`src/rtl/randomizer_pkg.sv`:
```
// Shared types and constants for the randomizer sequencer and its surroundings.
package randomizer_pkg;

    typedef enum logic [1:0] {
        IDLE = 2'd0,
        LOAD = 2'd1,
        RUN  = 2'd2,
        DONE = 2'd3
    } ctrl_state_t;

    // LFSR length, equal to the seed width.
    localparam int SEED_W = 15;

    // Seed used when the caller asks for the default sequence.
    localparam logic [SEED_W-1:0] DEFAULT_SEED = 15'b100101010000000;

    // Feedback taps for 1 + x^14 + x^15: the two most significant stages.
    localparam logic [SEED_W-1:0] LFSR_POLY = 15'b110000000000000;

    // Width of the serial-load cycle counter.
    localparam int LD_CNT_W = $clog2(SEED_W);

endpackage

```
`src/rtl/randomizer_controller.sv`:
```
// Sequencer for the serial LFSR/randomizer: serially loads a seed, then
// steps the LFSR once per accepted payload bit for a fixed-length burst.
//
// Handshake: a payload bit transfers in a cycle where in_valid and in_ready
// are both high. in_ready is registered and depends only on state, so there
// is no combinational path from in_valid to in_ready; upstream may hold
// in_valid low for any number of cycles without consuming PRBS sequence.
module randomizer_controller
    import randomizer_pkg::*;
#(
    parameter int BURST_LEN = 96,
    localparam int CNT_W    = $clog2(BURST_LEN + 1)
) (
    input  logic              clk,
    input  logic              reset,
    input  logic              start,
    input  logic [SEED_W-1:0] seed,
    input  logic              use_default_seed,
    input  logic              in_valid,
    output logic              in_ready,
    output logic              lfsr_enable,
    output logic              lfsr_load,
    output logic              lfsr_serial_in,
    output logic              bit_valid,
    output logic [CNT_W-1:0]  bit_count,
    output logic              busy,
    output logic              done,
    output ctrl_state_t       dbg_state
);

    localparam logic [CNT_W-1:0]    LAST_BIT  = CNT_W'(BURST_LEN - 1);
    localparam logic [LD_CNT_W-1:0] LAST_LOAD = LD_CNT_W'(SEED_W - 1);

    ctrl_state_t         state;
    ctrl_state_t         next_state;
    logic [SEED_W-1:0]   seed_sr;
    logic [LD_CNT_W-1:0] ld_cnt;
    logic [SEED_W-1:0]   start_seed;
    logic                xfer;

    assign start_seed  = use_default_seed ? DEFAULT_SEED : seed;
    assign xfer        = (state == RUN) && in_valid;
    assign bit_valid   = xfer;
    assign lfsr_enable = (state == LOAD) || xfer;
    assign dbg_state   = state;

    // Next-state decode: load for SEED_W cycles, run until the last bit lands.
    always_comb begin
        next_state = state;
        case (state)
            IDLE:    if (start) next_state = LOAD;
            LOAD:    if (ld_cnt == LAST_LOAD) next_state = RUN;
            RUN:     if (xfer && (bit_count == LAST_BIT)) next_state = DONE;
            DONE:    next_state = IDLE;
            default: next_state = IDLE;
        endcase
    end

    // State register plus the Moore outputs, all derived from the next state.
    always_ff @(posedge clk or negedge reset) begin
        if (!reset) begin
            state     <= IDLE;
            busy      <= 1'b0;
            done      <= 1'b0;
            in_ready  <= 1'b0;
            lfsr_load <= 1'b0;
        end else begin
            state     <= next_state;
            busy      <= (next_state != IDLE);
            done      <= (next_state == DONE);
            in_ready  <= (next_state == RUN);
            lfsr_load <= (next_state == LOAD);
        end
    end

    // Seed shifter, load counter and payload bit counter.
    always_ff @(posedge clk or negedge reset) begin
        if (!reset) begin
            seed_sr        <= '0;
            ld_cnt         <= '0;
            bit_count      <= '0;
            lfsr_serial_in <= 1'b0;
        end else begin
            lfsr_serial_in <= 1'b0;
            case (state)
                IDLE: begin
                    if (start) begin
                        // MSB goes out in the first load cycle; the rest queues up behind it.
                        lfsr_serial_in <= start_seed[SEED_W-1];
                        seed_sr        <= start_seed << 1;
                        ld_cnt         <= '0;
                        bit_count      <= '0;
                    end
                end
                LOAD: begin
                    ld_cnt <= ld_cnt + 1'b1;
                    if (ld_cnt != LAST_LOAD) begin
                        lfsr_serial_in <= seed_sr[SEED_W-1];
                        seed_sr        <= seed_sr << 1;
                    end
                end
                RUN: begin
                    if (xfer) bit_count <= bit_count + 1'b1;
                end
                default: ;
            endcase
        end
    end

endmodule

```
`config.mk`:
```
export PLATFORM = sky130hd
export DESIGN_NAME = randomizer_controller
export DESIGN_NICKNAME = d
export VERILOG_FILES = /design/src/rtl/randomizer_pkg.sv /design/src/rtl/randomizer_controller.sv
export SDC_FILE = /design/constraint.sdc
export NUM_CORES = 1
export LEC_CHECK = 0
export CAP_MARGIN = 15
export CORE_MARGIN = 2
export CORE_UTILIZATION = 45
export DETAILED_ROUTE_END_ITERATION = 6
export GPL_ROUTABILITY_DRIVEN = 0
export PLACE_DENSITY = 0.75
export SYNTH_ARGS = -nofsm -noshare
export SYNTH_HDL_FRONTEND = slang
export SYNTH_SLANG_ARGS = --single-unit
```
`constraint.sdc`:
```
create_clock -name clk -period 1.55 [get_ports clk]
set_input_delay 0.2325 -clock clk [delete_from_list [all_inputs] [get_ports clk]]
set_output_delay 0.2325 -clock clk [all_outputs]
set_load 0.01 [all_outputs]
```
==> impl_results.md <==
- Final setup margin: -0.05942 ns
- Max cap viols: 0
- Area growth, synth to finish: 52.79%
- First-pass GRT wire length: slightly above 6 mm
- Vias in the first global route: about 1400
- Slew HR: 0.6606
- Max Fanout on Critical Path: 4
- #FFs+latches synth: 32
- Number of nets in the layout: between 200 and 250
- Routed WL: 4.175 mm
- Pins over their slew limit: 0
- Post-synthesis cell type count: 37
- Hold Crit Class: in -> async
- LEAKAGE: 1.189 nW
- Filler cells: between 200 and 250
- Die W: 64.29 um
- Die Height: 64.29 um
- Diodes inserted: 0
- GR peak layer: met2
- Synth top area share: 0.4897
- Initial antenna violation count: 0
- WP data arrival: 1.87 ns
- Clk buf depth: 2
- Highest clock rate: 621.3 MHz
- Leading area contributor after synthesis: dfrtp_1
- Asr flop ratio synth: 1.000
- Synth Cell Area: around 1600 um^2
- Fin. Hold Viols: 0
- Failing checks: negative setup slack
- Fin Setup TNS: -0.4364 ns
- CTS tree: built
- Grt met1 use: 0.2290
- Via density per instance: around 5.3
- Data required, critical path: about 1.8 ns
- Clock tree sinks: 32
- RSZ-0062 raised after global routing: true
- EDFF count, synth: 0
- IO Count: 36
- Crit end category: flip-flop
- Max Clock Skew: 0.009760 ns
- Fin cells: around 260
- Peak supply drop: about 0.73 mV
- Yosys warning count: 0
- Hold_buf cts: 0
- 1st-iter DRT viols: 86
- Drt first pass iters: 4
- TritonCTS buffer count: 5
- CP Launch Type: flip-flop
- Clk root buf: clkbuf_4
- Avg WL per Cell: ~16 um
- Die area: 4133 um^2
- # rows: 21
- Worst Tran Pin Value: a little under 0.5 ns
- Power Density: about 1400 nW/um^2
- Worst Path Class, Setup: reg -> reg
- Vias post-DR: around 1400
- Final setup violation count: 16
- Layout cells sized above 1: 0.3670
- Latest clock arrival within the worst-skew pair: roughly 0.34 ns
- Clk pin slew, worst setup/hold paths: 0.10 ns
- Global route total overflow: 0
- Post-synth top flop: dfrtp_1
- Post-synthesis cell count: between 100 and 150
- Core area: between 3000 and 4000 um^2
- DP HPWL: roughly 2.6 mm
- Cell with the most instances after synthesis: dfrtp_1
- Period utilization: 1.038
- Met3 GRT Util: 0.06514
- Most area-consuming cells after synthesis: dfrtp_1, mux2_2, mux2i_1
- Syn Nets: roughly 170
- Top cells by count, synth: dfrtp_1, mux2_2, mux2i_1
- Starting density of the core: 0.4788
- Total track usage: 0.1950
- Port bufs: 35
- Synthesized area per cell: approximately 11 um^2
- Register area share after synthesis: 0.4897
- DRC violations left: 0
- Largest net degree at the start of global routing: 33
- H-tree depth: 2
- Grt met2 use: 0.3294
- Status: finished, violations left
- Antenna Nets Post-Route: 0
- Tmin final: about 1.6 ns
- Placed cell count: around 240
what timing repair did:
item / in CTS / in global routing
pin swaps: 1 / 2
gates resized for setup: 13 / 29
buffers inserted: 8 / 4
endpoints found under the setup margin: 11 / 28
cloned: 0 / 2
cell families after synthesis:
family                     share of synthesized area
adders and majority gates                    0.02296
xor gates and xnor gates                     0.01071
muxes                                         0.1852
AOI/OAI and AO/OA                            0.07957
and+or+nand+nor                               0.1745
DFF                                           0.4897
buffers and inverters                        0.03749
state kept, by name, summed over array words and instances, names as in the netlist:
name and cells:
done 1, in_ready 1, dbg_state 2, ld_cnt 4, lfsr_load 1, busy 1
seed_sr 14, lfsr_serial_in 1, bit_count 7
area by class of cell:
| type | count | area (um^2) | share of cell area |
|---|---|---|---|
| Multi-Input combinational cell | 101 | 874.6 | 0.3500 |
| Sequential cell | 32 | 804.5 | 0.3220 |
| Tap cell | 46 | 57.56 | 0.02303 |
| Timing Repair Buffer | 72 | 693.2 | 0.2774 |
| Inverter | 6 | 22.52 | 0.009014 |
| Clock buffer | 6 | 41.29 | 0.01652 |
| Clock inverter | 1 | 5.005 | 0.002003 |
power by group:
part	leakage [nW]	total, mW	internal, mW	switching (mW)
Clock	0.0281	0.443	0.167	0.276
Combinational	0.753	1.82	1.09	0.731
Sequential	0.408	1.23	1.08	0.147
metal layers:
layer	vias to the layer above	routed length, um
met5	-	0
met4	0	140
met3	13	176
met2	42	2086
met1	692	1772
li1	665	-
final timing paths:
path / from / end / slack (ns) / cells past startpoint
max: bit_count[0]$_DFFE_PN0P_ / bit_count[6]$_DFFE_PN0P_ / -0.06 / 5
min: reset / seed_sr[14]$_DFFE_PN0P_ / 0.28 / 2
max reg2reg: bit_count[0]$_DFFE_PN0P_ / bit_count[6]$_DFFE_PN0P_ / -0.06 / 5
min reg2reg: seed_sr[3]$_DFFE_PN0P_ / seed_sr[3]$_DFFE_PN0P_ / 0.52 / 1
max in group asynchronous: reset / bit_count[2]$_DFFE_PN0P_ / 0.95 / 2
min in group clk: seed_sr[3]$_DFFE_PN0P_ / seed_sr[3]$_DFFE_PN0P_ / 0.52 / 1
metrics by stage:
stage	utilization	setup WS (ns)	total power, mW	cell area [um^2]	hold WS (ns)
6_report	0.7315	-0.05942	3.498	2499	0.2845
5_1_grt	0.7315	-0.1563	3.691	2499	0.3118
4_1_cts	0.6850	-0.06821	3.195	2340	0.2855
3_5_place_dp	0.6513	-0.2413	2.698	2225	0.4920
3_3_place_gp	0.6513	-0.1684	2.637	2225	0.4858
2_1_floorplan	-	-0.04949	2.139	1662	-0.06309
cells in the final DEF (no fill, tap or decap), types with 3 or more instances in the layout:
cell	n
nand2_1	8
dfrtp_2	3
mux2_4	10
mux2i_1	8
nand2b_1	3
clkdlybuf4s50_1	29
nand3b_1	4
inv_1	5
clkbuf_4	5
dfrtp_1	29
mux2_2	8
nor2_1	7
o21ai_0	8
nand4b_1	3
buf_6	7
buf_4	26
nor2b_1	9
critical path, cell delays in order (launching register included):
cell and delay, ns:
dfrtp_1 0.41, buf_4 0.14, ha_1 0.17, nand4_1 0.15, nor4b_1 0.42, mux2i_1 0.24
Note: power is estimated with default switching activity, not from simulation.
